[config.mk]
export PLATFORM = sky130hd
export DESIGN_NAME = pipeline_hazard_unit
export DESIGN_NICKNAME = d
export VERILOG_FILES = /design/src/rtl/pipeline_pkg.sv /design/src/rtl/pipeline_hazard_unit_forwarding_unit.sv /design/src/rtl/pipeline_hazard_unit.sv
export SDC_FILE = /design/constraint.sdc
export NUM_CORES = 1
export LEC_CHECK = 0
export CAP_MARGIN = 0
export CORE_ASPECT_RATIO = 1.4
export CORE_UTILIZATION = 28
export DETAILED_ROUTE_END_ITERATION = 10
export MAX_ROUTING_LAYER = met4
export PLACE_DENSITY = 0.9
export SLEW_MARGIN = 15
export SYNTH_ARGS = -nofsm -noshare
export SYNTH_HDL_FRONTEND = slang
export SYNTH_SLANG_ARGS = --single-unit
[constraint.sdc]
create_clock -name clk -period 1.8 [get_ports clk]
set_input_delay 0.27 -clock clk [delete_from_list [all_inputs] [get_ports clk]]
set_output_delay 0.27 -clock clk [all_outputs]
set_load 0.01 [all_outputs]
[src/rtl/pipeline_pkg.sv]
// Shared encodings for the pipeline hazard unit: PC-mux selects, forwarding
// selects, wait-state FSM states and the resolved per-cycle hazard action.
package pipeline_pkg;

    localparam logic [1:0] PC_SEL_SEQ  = 2'b00;
    localparam logic [1:0] PC_SEL_BR   = 2'b01;
    localparam logic [1:0] PC_SEL_JAL  = 2'b10;
    localparam logic [1:0] PC_SEL_JALR = 2'b11;

    localparam logic [1:0] FWD_RF    = 2'b00;
    localparam logic [1:0] FWD_EXMEM = 2'b10;
    localparam logic [1:0] FWD_MEMWB = 2'b01;

    typedef enum logic {
        ST_RUN  = 1'b0,
        ST_WAIT = 1'b1
    } fsm_state_e;

    typedef enum logic [1:0] {
        ACT_NORMAL,
        ACT_LOAD_USE,
        ACT_REDIRECT,
        ACT_FREEZE
    } hazard_act_e;

endpackage

[src/rtl/pipeline_hazard_unit_forwarding_unit.sv]
// Operand forwarding select for one EX-stage source register; the younger
// EX/MEM result wins over MEM/WB, and x0 is never forwarded.
module forwarding_unit
    import pipeline_pkg::*;
#(
    parameter int unsigned REG_AW = 5
) (
    input  logic [REG_AW-1:0] rs,
    input  logic [REG_AW-1:0] ex_mem_rd,
    input  logic              ex_mem_reg_write,
    input  logic [REG_AW-1:0] mem_wb_rd,
    input  logic              mem_wb_reg_write,
    output logic [1:0]        fwd
);

    logic ex_mem_hit;
    logic mem_wb_hit;

    assign ex_mem_hit = ex_mem_reg_write && (ex_mem_rd != '0) && (ex_mem_rd == rs);
    assign mem_wb_hit = mem_wb_reg_write && (mem_wb_rd != '0) && (mem_wb_rd == rs);

    always_comb begin
        // NOTE: assign a default before any branch so no latch can be inferred.
        fwd = FWD_RF;
        if (ex_mem_hit) begin
            fwd = FWD_EXMEM;
        end else if (mem_wb_hit) begin
            fwd = FWD_MEMWB;
        end
    end

endmodule

[src/rtl/pipeline_hazard_unit.sv]
// Pipeline control for the 5-stage core: forwarding, load-use stall, redirect
// and MMIO wait-state freeze. Optional perf counters under PIPE_PERF_CNT_EN.
module pipeline_hazard_unit
    import pipeline_pkg::*;
#(
    parameter int unsigned REG_AW    = 5,
    parameter int unsigned MMIO_WAIT = 2,
    parameter int unsigned WAIT_CW   = 4,
    parameter int unsigned CNT_W     = 16
) (
    input  logic              clk,
    input  logic              rst,
    input  logic [REG_AW-1:0] if_id_rs1,
    input  logic [REG_AW-1:0] if_id_rs2,
    input  logic [REG_AW-1:0] id_ex_rs1,
    input  logic [REG_AW-1:0] id_ex_rs2,
    input  logic [REG_AW-1:0] id_ex_rd,
    input  logic              id_ex_mem_read,
    input  logic [REG_AW-1:0] ex_mem_rd,
    input  logic              ex_mem_reg_write,
    input  logic              ex_mem_mmio,
    input  logic [REG_AW-1:0] mem_wb_rd,
    input  logic              mem_wb_reg_write,
    input  logic              branch_taken,
    input  logic              jal,
    input  logic              jalr,
    output logic [1:0]        fwd_a,
    output logic [1:0]        fwd_b,
    output logic [1:0]        pc_sel,
    output logic              pc_en,
    output logic              if_id_en,
    output logic              id_ex_en,
    output logic              ex_mem_en,
    output logic              mem_wb_en,
    output logic              if_id_flush,
    output logic              id_ex_flush,
    output logic [CNT_W-1:0]  perf_stall,
    output logic [CNT_W-1:0]  perf_flush,
    output logic [CNT_W-1:0]  perf_mmio
);

    localparam logic [WAIT_CW-1:0] WAIT_LAST = WAIT_CW'(MMIO_WAIT);

    logic [1:0]         fwd_a_raw;
    logic [1:0]         fwd_b_raw;
    fsm_state_e         state;
    logic [WAIT_CW-1:0] wait_cnt;
    logic               freeze;
    logic               redirect;
    logic               load_use;
    hazard_act_e        act;

    forwarding_unit #(.REG_AW(REG_AW)) u_fwd_a (
        .rs               (id_ex_rs1),
        .ex_mem_rd        (ex_mem_rd),
        .ex_mem_reg_write (ex_mem_reg_write),
        .mem_wb_rd        (mem_wb_rd),
        .mem_wb_reg_write (mem_wb_reg_write),
        .fwd              (fwd_a_raw)
    );

    forwarding_unit #(.REG_AW(REG_AW)) u_fwd_b (
        .rs               (id_ex_rs2),
        .ex_mem_rd        (ex_mem_rd),
        .ex_mem_reg_write (ex_mem_reg_write),
        .mem_wb_rd        (mem_wb_rd),
        .mem_wb_reg_write (mem_wb_reg_write),
        .fwd              (fwd_b_raw)
    );

    assign fwd_a = rst ? FWD_RF : fwd_a_raw;
    assign fwd_b = rst ? FWD_RF : fwd_b_raw;

    // Freeze starts in the same cycle the access reaches EX/MEM; the release
    // cycle lets the pipeline advance so that access cannot re-trigger.
    always_comb begin
        freeze = 1'b0;
        if (MMIO_WAIT > 0) begin
            case (state)
                ST_RUN:  freeze = ex_mem_mmio;
                ST_WAIT: freeze = (wait_cnt < WAIT_LAST);
                default: freeze = 1'b0;
            endcase
        end
    end

    // NOTE: sequential state uses non-blocking assignments only.
    always_ff @(posedge clk or posedge rst) begin
        if (rst) begin
            state    <= ST_RUN;
            wait_cnt <= '0;
        end else begin
            case (state)
                ST_RUN: begin
                    if ((MMIO_WAIT > 0) && ex_mem_mmio) begin
                        state    <= ST_WAIT;
                        wait_cnt <= WAIT_CW'(1);
                    end
                end
                ST_WAIT: begin
                    if (wait_cnt >= WAIT_LAST) begin
                        state    <= ST_RUN;
                        wait_cnt <= '0;
                    end else begin
                        wait_cnt <= wait_cnt + WAIT_CW'(1);
                    end
                end
                default: begin
                    state    <= ST_RUN;
                    wait_cnt <= '0;
                end
            endcase
        end
    end

    assign redirect = jalr || jal || branch_taken;
    assign load_use = id_ex_mem_read && (id_ex_rd != '0) &&
                      ((id_ex_rd == if_id_rs1) || (id_ex_rd == if_id_rs2));

    always_comb begin
        if (freeze) begin
            act = ACT_FREEZE;
        end else if (redirect) begin
            act = ACT_REDIRECT;
        end else if (load_use) begin
            act = ACT_LOAD_USE;
        end else begin
            act = ACT_NORMAL;
        end
    end

    always_comb begin
        pc_sel      = PC_SEL_SEQ;
        pc_en       = 1'b1;
        if_id_en    = 1'b1;
        id_ex_en    = 1'b1;
        ex_mem_en   = 1'b1;
        mem_wb_en   = 1'b1;
        if_id_flush = 1'b0;
        id_ex_flush = 1'b0;
        if (rst) begin
            {pc_en, if_id_en, id_ex_en, ex_mem_en, mem_wb_en} = '0;
            if_id_flush = 1'b1;
            id_ex_flush = 1'b1;
        end else begin
            case (act)
                ACT_FREEZE: begin
                    {pc_en, if_id_en, id_ex_en, ex_mem_en, mem_wb_en} = '0;
                end
                ACT_REDIRECT: begin
                    if (jalr) begin
                        pc_sel = PC_SEL_JALR;
                    end else if (jal) begin
                        pc_sel = PC_SEL_JAL;
                    end else begin
                        pc_sel = PC_SEL_BR;
                    end
                    if_id_flush = 1'b1;
                    id_ex_flush = 1'b1;
                end
                ACT_LOAD_USE: begin
                    pc_en       = 1'b0;
                    if_id_en    = 1'b0;
                    id_ex_flush = 1'b1;
                end
                default: ;
            endcase
        end
    end

`ifdef PIPE_PERF_CNT_EN
    localparam logic [CNT_W-1:0] CNT_MAX = '1;

    logic [CNT_W-1:0] stall_q;
    logic [CNT_W-1:0] flush_q;
    logic [CNT_W-1:0] mmio_q;

    always_ff @(posedge clk or posedge rst) begin
        if (rst) begin
            stall_q <= '0;
            flush_q <= '0;
            mmio_q  <= '0;
        end else begin
            if ((act == ACT_LOAD_USE) && (stall_q != CNT_MAX)) stall_q <= stall_q + CNT_W'(1);
            if ((act == ACT_REDIRECT) && (flush_q != CNT_MAX)) flush_q <= flush_q + CNT_W'(1);
            if ((act == ACT_FREEZE)   && (mmio_q  != CNT_MAX)) mmio_q  <= mmio_q  + CNT_W'(1);
        end
    end

    assign perf_stall = stall_q;
    assign perf_flush = flush_q;
    assign perf_mmio  = mmio_q;
`else
    assign perf_stall = '0;
    assign perf_flush = '0;
    assign perf_mmio  = '0;
`endif

endmodule

==> metrics <==
GPL Wtd Cong 0.786; ys async rst share 1.00; Avg WL per Cell 12.6 µm; critical path endpoint category output port; Final Max Tran Viols 0; top cells by area, synth buf_4, xnor2_1, dfrtp_1; status complete, but fails checks; minimum clock period 2.07 ns; Crit Path Class reg -> out; I/O pin cnt 105; number of I/O port buffers 56; routed wire length 3390 µm; unrepaired setup endpoints after global routing true; clk root buf clkbuf_8; Syn Area/Cell 7.74 µm²; highest clock rate 0.483 GHz; area of the core 3710 µm²; post-synthesis register bit count 5; final hold vios 0; Hold Crit Class in -> async; Ys Warns 0; Area Overhead vs Synth 73.0%; Fin Hold WS 0.186 ns; met1 Resource Use GR 0.110; failing checks negative setup slack; Initial Util 0.296; first-pass GRT wire length 4600 µm; gr usage total 0.158; final worst-path cycle share 1.15; top-area cell type share of the netlist area 0.349; Top FF cell, synth dfrtp_1; CP required 1.53 ns; vias in the first global route 1139; vias 1181; clock sinks 5; non-filler instance count after layout 270; die area 4180 µm²; gr busiest metal met2; Reg clk slew, reported paths 0.03 ns; CP Launch Type register; post-synth top area cell buf_4; DP Cell Count 262; total CTS buffers 3; Row Count 26; count leader, synth buf_4; largest net degree at the start of global routing 8; ANT cells 0; vias per cell 4.37; H-tree depth 1; Commonest cells post-synth buf_4, xnor2_1, nand2_1; sequential area share after synthesis 0.114; leakage 0.982 nW; Setup Skew 0.00103 ns; Post-DP HPWL 2520 µm; CP arrival 1.80 ns; Max IR drop VDD 0.000352 V; Clock Tree Buf Depth 2; initial antenna violation count 0; share of layout cells above drive strength 1 0.368; Post-Syn Instances 142; worst setup margin -0.269 ns; DRT iter0 DRCs 10; # setup viols final 11; max cap viols 0; pwr/cell area 652 nW/µm²; CTS tree built; post-synthesis cell area 1100 µm²; height of the die 76.1 µm; final net count 276; crit-path max FO 3; cell area after layout 1900 µm²; number of flops mapped to enable cells by yosys 0; ANT nets after route 0; width of the die 54.9 µm; Worst-Skew Late Latency 0.22 ns; met3 Usage GRT 0.0220; Post-CTS Hold Fix Bufs 0; GR Util met2 0.320; post-synth cell types 27; DR DRC count 0; global route overflow 0; first-pass detailed-route iteration total 3; Cell Area, Placed 1700 µm²
[worst paths after layout]
kind / endpoint / slack, ns / from / cells after the start
max: if_id_flush / -0.27 / wait_cnt[1] / 6
min reg2reg: wait_cnt[2] / 0.51 / wait_cnt[2] / 2
max in group asynchronous: wait_cnt[0] / 1.49 / rst / 3
min in group clk: wait_cnt[2] / 0.51 / wait_cnt[2] / 2
min: wait_cnt[2] / 0.19 / rst / 3
max reg2reg: wait_cnt[2] / 0.26 / wait_cnt[1] / 3
[registers in the layout (all words and copies together), names as in the netlist]
register	flops
state	1
wait_cnt	4
[repair_timing]
action                                  4_1_cts  5_1_grt
cloned                                        0        0
resized for setup                           146       19
pin swaps                                    21       17
buffers inserted                              4        0
endpoints found under the setup margin       13       12
[placed cells by master (no fill, tap or decap), drive strengths merged, types with 4 or more instances in the layout]
cell type	n
inv	4
clkdlybuf4s50	10
xnor2	22
buf	52
nor2	5
xor2	8
dfrtp	5
nor3	5
dlygate4sd2	11
clkbuf	4
dlymetal6s2s	9
nand3	6
nand2	10
clkdlybuf4s15	4
conb	48
[worst max-delay path, stage by stage, from the launching register on]
cell     delay [ns]
dfrtp_1        0.37
or4b_4         0.57
nand2_4        0.09
a21oi_4        0.04
ha_4           0.17
or2_4          0.22
buf_6          0.12
[power breakdown]
part | internal, W | switching, W | leakage (nW) | total [W]
Sequential | 0.000151 | 0.0000252 | 0.0643 | 0.000176
Combinational | 0.000458 | 0.000397 | 0.895 | 0.000854
Clock | 0.000152 | 0.0000567 | 0.0228 | 0.000209
Total | 0.000761 | 0.000478 | 0.982 | 0.00124
[area by class of cell]
class / instances / area (µm²)
Fill cell: 362 / 1810
Multi-Input combinational cell: 129 / 885
Timing Repair Buffer: 86 / 778
Sequential cell: 5 / 125
Tap cell: 42 / 52.6
Clock buffer: 4 / 45.0
Inverter: 4 / 15.0
[cell families after synthesis]
family | count (synthesis) | share of synthesized area
and+or+nand+nor | 38 | 0.187
adders and majority gates | 3 | 0.0342
other | 1 | 0.00341
DFF | 5 | 0.114
AOI/OAI and AO/OA | 10 | 0.0604
buffers and inverters | 55 | 0.362
xor gates and xnor gates | 30 | 0.239
[through the flow]
| stage | util | TNS (ns) | worst slack (ns) | total power [W] |
|---|---|---|---|---|
| 3_5_place_dp | 0.459 | -8.68 | -0.987 | 0.000909 |
| 6_report | 0.512 | -1.56 | -0.269 | 0.00124 |
| 2_1_floorplan | - | 0 | 0.0261 | 0.000613 |
| 5_1_grt | 0.512 | -2.21 | -0.308 | 0.00134 |
| 4_1_cts | 0.492 | -1.40 | -0.257 | 0.00121 |
| 3_3_place_gp | 0.459 | -8.45 | -0.961 | 0.000887 |
[metal layers]
metal,up-vias,part of all wire
met2,85,0.59
met3,16,0.10
met1,540,0.26
met5,-,0
li1,540,-
met4,0,0.049
Note: power is estimated with default switching activity, not from simulation.
